<file path="config.mk">
export PLATFORM = sky130hd
export DESIGN_NAME = act_stream
export DESIGN_NICKNAME = d
export VERILOG_FILES = /design/src/rtl/act_stream.sv
export SDC_FILE = /design/constraint.sdc
export NUM_CORES = 1
export LEC_CHECK = 0
export CAP_MARGIN = 20
export CORE_MARGIN = 2
export CORE_UTILIZATION = 30
export DETAILED_ROUTE_END_ITERATION = 10
export SYNTH_ARGS = -nofsm -noshare
export SYNTH_HDL_FRONTEND = slang
export SYNTH_SLANG_ARGS = --single-unit
</file>
<file path="constraint.sdc">
create_clock -name clk -period 7.14 [get_ports clk]
set_clock_uncertainty 0.05 [all_clocks]
set_input_delay 1.428 -clock clk [delete_from_list [all_inputs] [get_ports clk]]
set_output_delay 1.428 -clock clk [all_outputs]
set_load 0.005 [all_outputs]
</file>
<file path="src/rtl/act_stream.sv">
//------------------------------------------------------------------------------
// act_stream
//   Streaming multi-lane activation unit placed between the convolution/adder
//   outputs and pooling. Each frame uses a single activation function:
//   bypass, ReLU, leaky ReLU or clipped ReLU. The function is applied to CH
//   lanes in parallel, and each lane is then saturated to W_OUT bits.
//
//   The pipeline has two register stages with a valid/ready handshake:
//     S1 : activation result register
//     S2 : saturated output register (drives out_*)
//   Both stages advance together whenever the output is free or is being
//   taken. The unit also counts zero output lanes per frame, which is used
//   for sparsity monitoring.
//
// Ports
//   clk            rising-edge clock
//   rst_n          synchronous active-low reset
//   mode           0=bypass 1=ReLU 2=leaky 3=clip; sampled on first beat
//   clip_val       unsigned clip ceiling; sampled together with mode
//   in_valid       input beat valid
//   in_ready       input beat accepted when in_valid & in_ready
//   in_data        CH signed lanes; lane c at [c*W_IN +: W_IN]
//   in_last        last beat of frame
//   out_valid      output beat valid
//   out_ready      downstream ready
//   out_data       CH signed lanes; lane c at [c*W_OUT +: W_OUT]
//   out_last       in_last travelling with its beat
//   frame_zero_cnt zero-lane count of the last completed frame
//   frame_done     one-cycle pulse when frame_zero_cnt updates
//------------------------------------------------------------------------------
module act_stream #(
   parameter int W_IN       = 9,
   parameter int W_OUT      = 8,
   parameter int CH         = 4,
   parameter int LEAK_SHIFT = 3,
   parameter int CNT_W      = 16
) (
   input  logic                  clk,
   input  logic                  rst_n,
   input  logic [1:0]            mode,
   input  logic [W_IN-2:0]       clip_val,
   input  logic                  in_valid,
   output logic                  in_ready,
   input  logic [CH*W_IN-1:0]    in_data,
   input  logic                  in_last,
   output logic                  out_valid,
   input  logic                  out_ready,
   output logic [CH*W_OUT-1:0]   out_data,
   output logic                  out_last,
   output logic [CNT_W-1:0]      frame_zero_cnt,
   output logic                  frame_done
);

   typedef enum logic [1:0] {
      MODE_BYPASS = 2'd0,
      MODE_RELU   = 2'd1,
      MODE_LEAKY  = 2'd2,
      MODE_CLIP   = 2'd3
   } mode_e;

   // A common width that holds both the input and the output range. This
   // lets saturation compare values without losing the sign.
   localparam int W_MX = (W_IN > W_OUT) ? W_IN : W_OUT;
   localparam logic signed [W_MX-1:0] SAT_MAX = {{(W_MX-W_OUT+1){1'b0}}, {(W_OUT-1){1'b1}}};
   localparam logic signed [W_MX-1:0] SAT_MIN = ~SAT_MAX;
   localparam int ZW = $clog2(CH+1);

   // The activation result always fits in W_IN bits. The clip ceiling is
   // non-negative and narrower than W_IN.
   function automatic logic signed [W_IN-1:0] f_act(
      input logic signed [W_IN-1:0] x,
      input mode_e                  m,
      input logic [W_IN-2:0]        cv
   );
      logic signed [W_IN-1:0] ceil_v;
      logic signed [W_IN-1:0] y;
      ceil_v = $signed({1'b0, cv});
      y      = x;
      case (m)
         MODE_BYPASS: y = x;
         MODE_RELU:   y = (x > 0) ? x : '0;
         MODE_LEAKY:  y = (x > 0) ? x : (x >>> LEAK_SHIFT);
         MODE_CLIP: begin
            if (x <= 0)          y = '0;
            else if (x > ceil_v) y = ceil_v;
            else                 y = x;
         end
         default:     y = x;
      endcase
      return y;
   endfunction

   function automatic logic [W_OUT-1:0] f_sat(input logic signed [W_IN-1:0] x);
      logic signed [W_MX-1:0] e;
      e = W_MX'(x);
      if (e > SAT_MAX)      e = SAT_MAX;
      else if (e < SAT_MIN) e = SAT_MIN;
      return e[W_OUT-1:0];
   endfunction

   // State
   logic                  r_s1_valid;
   logic                  r_s1_last;
   logic [CH*W_IN-1:0]    r_s1_data;
   logic                  r_out_valid;
   logic                  r_out_last;
   logic [CH*W_OUT-1:0]   r_out_data;
   logic                  r_first;
   mode_e                 r_mode;
   logic [W_IN-2:0]       r_clip;
   logic [CNT_W-1:0]      r_run;
   logic [CNT_W-1:0]      r_frame_cnt;
   logic                  r_done;

   // Combinational
   logic                  w_en;
   logic                  w_accept;
   logic                  w_out_hs;
   mode_e                 w_mode;
   logic [W_IN-2:0]       w_clip;
   logic [CH*W_IN-1:0]    w_act;
   logic [CH*W_OUT-1:0]   w_sat;
   logic [ZW-1:0]         w_zeros;
   logic [CNT_W:0]        w_sum;
   logic [CNT_W-1:0]      w_sum_sat;

   // The pipeline moves as one unit. A bubble in S2 is squeezed out even
   // while downstream is not ready.
   assign w_en     = !r_out_valid || out_ready;
   assign w_accept = in_valid && w_en;
   assign w_out_hs = r_out_valid && out_ready;

   // The first beat of a frame uses the live mode/clip inputs. Later beats
   // use the copies latched on that first beat.
   assign w_mode = r_first ? mode_e'(mode) : r_mode;
   assign w_clip = r_first ? clip_val : r_clip;

   always_comb begin
      // NOTE: give every always_comb output a default first, so that no path
      // leaves a value held and a latch is inferred.
      w_act = '0;
      w_sat = '0;
      for (int c = 0; c < CH; c++) begin
         w_act[c*W_IN +: W_IN]   = f_act(in_data[c*W_IN +: W_IN], w_mode, w_clip);
         w_sat[c*W_OUT +: W_OUT] = f_sat(r_s1_data[c*W_IN +: W_IN]);
      end
   end

   always_comb begin
      w_zeros = '0;
      for (int c = 0; c < CH; c++) begin
         if (r_out_data[c*W_OUT +: W_OUT] == '0) w_zeros = w_zeros + ZW'(1);
      end
   end

   // The running count sticks at all-ones instead of wrapping.
   assign w_sum     = {1'b0, r_run} + (CNT_W+1)'(w_zeros);
   assign w_sum_sat = w_sum[CNT_W] ? '1 : w_sum[CNT_W-1:0];

   always_ff @(posedge clk) begin
      if (!rst_n) begin
         // NOTE: sequential state uses non-blocking assignments only. This
         // way every register samples its pre-edge inputs.
         r_s1_valid  <= 1'b0;
         r_s1_last   <= 1'b0;
         r_s1_data   <= '0;
         r_out_valid <= 1'b0;
         r_out_last  <= 1'b0;
         r_out_data  <= '0;
         r_first     <= 1'b1;
         r_mode      <= MODE_RELU;
         r_clip      <= '0;
         r_run       <= '0;
         r_frame_cnt <= '0;
         r_done      <= 1'b0;
      end else begin
         if (w_en) begin
            r_s1_valid  <= in_valid;
            r_s1_last   <= in_last;
            r_out_valid <= r_s1_valid;
            r_out_last  <= r_s1_last;
            // Data only moves with a valid beat. An idle cycle keeps the
            // old value, so the data lines do not toggle.
            if (in_valid)   r_s1_data  <= w_act;
            if (r_s1_valid) r_out_data <= w_sat;
         end

         if (w_accept) begin
            if (r_first) begin
               r_mode <= w_mode;
               r_clip <= clip_val;
            end
            r_first <= in_last;
         end

         r_done <= 1'b0;
         if (w_out_hs) begin
            if (r_out_last) begin
               r_frame_cnt <= w_sum_sat;
               r_run       <= '0;
               r_done      <= 1'b1;
            end else begin
               r_run       <= w_sum_sat;
            end
         end
      end
   end

   assign in_ready       = w_en;
   assign out_valid      = r_out_valid;
   assign out_data       = r_out_data;
   assign out_last       = r_out_last;
   assign frame_zero_cnt = r_frame_cnt;
   assign frame_done     = r_done;

endmodule

</file>
# Word-level counts from Yosys, hierarchy flattened
# Cells that the tools add are included.
# word_totals
register_bits,116
in_bits,51
output_inout_bits,52
# op_classes
add_sub_neg,4
magnitude_cmp,20
eq_ne,3
muxes,37
reduce_logical,14
# op_table
operator,count
$pmux 9 s4,4
$mux 9,12
$mux 8,13
$gt 9x1->1 const B,4
$gt 9x8->1 const B,4
$gt 9x9->1,4
$le 9x1->1 const B,4
$lt 9x8->1 const B,4
$logic_not 8->1,4
$mux 16,2
$add 16x3->17,1
$reduce_and 2->1,5
$add 3x1->3 const B,3
$mux 3,3
$eq 2x2->1 const B,2
$eq 2x1->1 const B,1
$logic_and 1x1->1,2
$logic_not 2->1,1
$mux 1,2
$mux 2,1
$logic_not 1->1,1
$logic_or 1x1->1,1

# Logic depth before layout (Yosys ltp)
# depth
ltp_word,11
mapped_depth,17
mapped_depth_nobuf,16

# Least setup slack after synthesis
# Ideal clock, no wire load.
# synth_timing
path_type,input to register
start,input port clip_val[3]
end,register r_s1_data[12]
setup_ps,115
arrival_time_ps,3452
required_ps,6975
setup_slack_ps,3524
cell_stages,7
n_path_buf,0
path_cell_list,mux2i_1 ha_1 nand4_1 o2111a_1 a2111oi_4 mux2_2 o21a_1
# synth_between
elab_chain_len,5
# synth_rtl
item,line_no,rtl
"start, declared",41,"input logic [W_IN-2:0] clip_val,"
$mux 8 (*),--,
$gt 9x9->1,85,else if (x > ceil_v) y = ceil_v;
$mux 9 (*),85,
$mux 9 (*),84,if (x <= 0) y = '0;
$pmux 9 s4 (*),79,case (m)
"end signal, assigned",184,if (in_valid) r_s1_data <= w_act;
"end, declared",104,logic [CH*W_IN-1:0] r_s1_data;
# Every way passes the cells marked *; elsewhere a longest branch is shown, timed or not.
# A chain may end at the register's enable or synchronous reset.

# Worst setup path in the final report
# layout_timing
start,input port out_ready
end,output port in_ready
# layout_between
elab_chain_len,1
# layout_rtl
item,line_no,rtl
"start, declared",47,"input logic out_ready,"
$logic_or 1x1->1,129,assign w_en = !r_out_valid || out_ready;
"end, declared",43,"output logic in_ready,"
# Every way passes these cells.

==> impl_metrics.py <==
metrics = {
    "place": {
        "place.gp.congestion": 0.885,
        "dp.cells": 1273,
        "io_buffers": 102,
        "place_hpwl_um": 15700,
        "dp_slack_ns": 2.78,
    },
    "drt": {
        "drcViolationCount": 0,
        "route.vias.total": 7061,
        "viasPerCell": 5.41,
        "ant_nets": 0,
        "drt-wirelength-per-cell_um": 17.2,
        "drtPass1Iterations": 5,
        "postRouteWirelength_um": 22400,
        "drtIter0Drc": 653,
    },
    "worst_setup_path": {
        "slowest_stage": "clkdlybuf4s50_1",
        "cpMostUsedCell": "clkdlybuf4s50_1",
        "end_kind": "output port",
        "cp_max_fo": 7,
        "path_class": "in2out",
        "path_cells": "clkdlybuf4s50_1 > nor2b_2 > inv_1 > clkdlybuf4s50_1",
        "worstPathArrival_ns": 2.76,
        "start_kind": "input pin",
        "cp.required_ns": 5.66,
        "slowest_delay_ns": 0.47,
    },
    "cts": {
        "worstSkewPairLatency_ns": 0.42,
        "tritoncts": "yes",
        "cts-root-buf": "clkbuf_16",
        "clkTransAtPathRegs_ns": 0.06,
        "htree_levels": 4,
        "ctsHoldBuffers": 0,
        "cts_setup_buffers": 0,
        "cts_sinks": 116,
        "cts_buffer_depth": 2,
        "numCtsBuffers": 17,
        "cts_resized": 0,
    },
    "sta": {
        "fin_ws_ns": 2.90,
        "finalCritPeriodShare": 0.593,
        "min_period_ns": 4.24,
        "hold_viol_final": 0,
        "hold_ws_ns": 0.417,
        "max_freq_mhz": 236,
        "setup-tns-final_ns": 0,
        "setup_viol": 0,
        "tightestPinTransition_ns": 0.938,
        "max_slew_margin": 0.373,
        "rsz0062_at_grt": "false",
        "drv_slew": 0,
    },
    "cells_and_area": {
        "n_antenna_cell": 0,
        "fillers": 2465,
        "final_layout_size_suffix_gt1_frac": 0.0760,
        "final_cells": 1306,
        "num-nets-final": 1065,
        "area_delta_synth_final_pct": 26.7,
    },
    "yosys": {
        "synth_top_cells_by_count": "124 x a21oi_1, 116 x dfxtp_1, 95 x o21ai_0, 85 x nand2_1, 58 x nor2_1",
        "yosys.cell_types.count": 68,
        "yosysSeqAreaShare": 0.329,
        "synth_top_area_share": 0.329,
        "async_flop_share": 0,
        "yosys_register_bits": 116,
        "synthFlopType": "dfxtp_1",
        "synth_edf_count": 0,
        "syn_area_per_cell_um2": 7.86,
        "synth_cells": 897,
        "yosysMostFrequentCell": "a21oi_1",
        "yosys_warnings": 0,
        "synth_area_um2": 7050,
        "synth_fp_nets": 988,
        "synth_area_leaders": "dfxtp_1 33%, a21oi_1 8.8%, ha_1 6.9%",
        "synth_top_area_cell": "dfxtp_1",
    },
    "floorplanning": {
        "core_um2": 23300,
        "rows": 56,
        "initial_utilization": 0.303,
        "die_x_um": 157,
        "die_height_um": 157,
        "io_pins": 103,
        "dieArea_um2": 24800,
    },
    "pwr": {
        "vdd_drop_max_mv": 0.129,
        "power_density_nw_per_um2": 228,
        "p_total_uw": 2040,
        "leakage_uw": 0.00326,
    },
    "global_routing": {
        "grt_overflow_total": 0,
        "grt_usage": 0.184,
        "grt_pass1_wl_um": 36000,
        "grt_max_degree": 71,
        "antenna_found_initial": 0,
        "grt_pass1_vias": 6584,
    },
    "job": {
        "cap_violations": 0,
    },
    "min_path": {
        "hold_class": "reg2reg",
    },
    "run_status": {
        "outcome": "finished, final reports clean",
    },
}
[sequential cells by signal, summed over array words and instances, names as in the netlist]
register        cells
out_data           32
r_run              16
r_s1_last           1
out_valid           1
r_mode              2
r_s1_valid          1
frame_done          1
r_first             1
r_s1_data          36
frame_zero_cnt     16
out_last            1
r_clip              8
[layout by cell type, fill, tap and decap left out, types with 11 or more instances in the layout]
master,instances
a211oi_1,21
a21boi_0,11
a21oi_1,124
a221oi_1,15
clkbuf_16,17
clkdlybuf4s50_1,101
dfxtp_1,116
ha_1,39
inv_1,24
nand2_1,85
nand3_1,20
nor2_1,58
nor3_1,36
nor4_1,18
o21ai_0,95
[routing by layer]
| metal | GRT usage | share of wire | vias to the layer above |
|---|---|---|---|
| met3 | 0.0355 | 0.063 | 25 |
| met1 | 0.252 | 0.47 | 3277 |
| met5 | 0 | 0 | - |
| met2 | 0.293 | 0.46 | 260 |
| li1 | - | - | 3499 |
| met4 | 0.0489 | 0.011 | 0 |
[final timing paths]
kind                    end  cells past startpoint  slack (ns)         from
setup / recovery   in_ready                      4        2.90    out_ready
hold reg to reg   r_s1_last                      2        0.42    r_s1_last
setup reg to reg   r_run[7]                     14        3.31  out_data[4]
hold / removal    r_s1_last                      2        0.42    r_s1_last
[worst max-delay path, delay by kind of cell]
kind                   cells  cell delay (ns)
and+or+nand+nor            1             0.24
buffers and inverters      3             1.09
[report_power, final]
group | internal [µW] | leakage (µW) | switching (µW)
Combinational | 187 | 0.00203 | 254
Sequential | 686 | 0.000950 | 35.2
Clock | 536 | 0.000283 | 337
[logic make-up after synthesis]
logic type,after synthesis,share of synthesized area
compound gates,350,0.313
simple gates,279,0.193
flops,116,0.329
buf+inv,78,0.0449
fa+ha+maj,40,0.0720
mux,21,0.0321
xor+xnor,13,0.0161
[stage by stage]
stage          area (µm²)  utilization
2_1_floorplan        7050            -
3_3_place_gp         8310        0.357
3_5_place_dp         8310        0.357
4_1_cts              8910        0.383
5_1_grt              8940        0.384
6_report             8940        0.384
[layout make-up]
cell class / count / area [µm²] / share of cell area
Inverter: 24 / 90.1 / 0.0101
Sequential cell: 116 / 2320 / 0.260
Tap cell: 319 / 399 / 0.0447
Clock buffer: 19 / 453 / 0.0507
Timing Repair Buffer: 112 / 1110 / 0.124
Clock inverter: 13 / 148 / 0.0165
Multi-Input combinational cell: 703 / 4410 / 0.494
(Power assumes the default switching activity.)
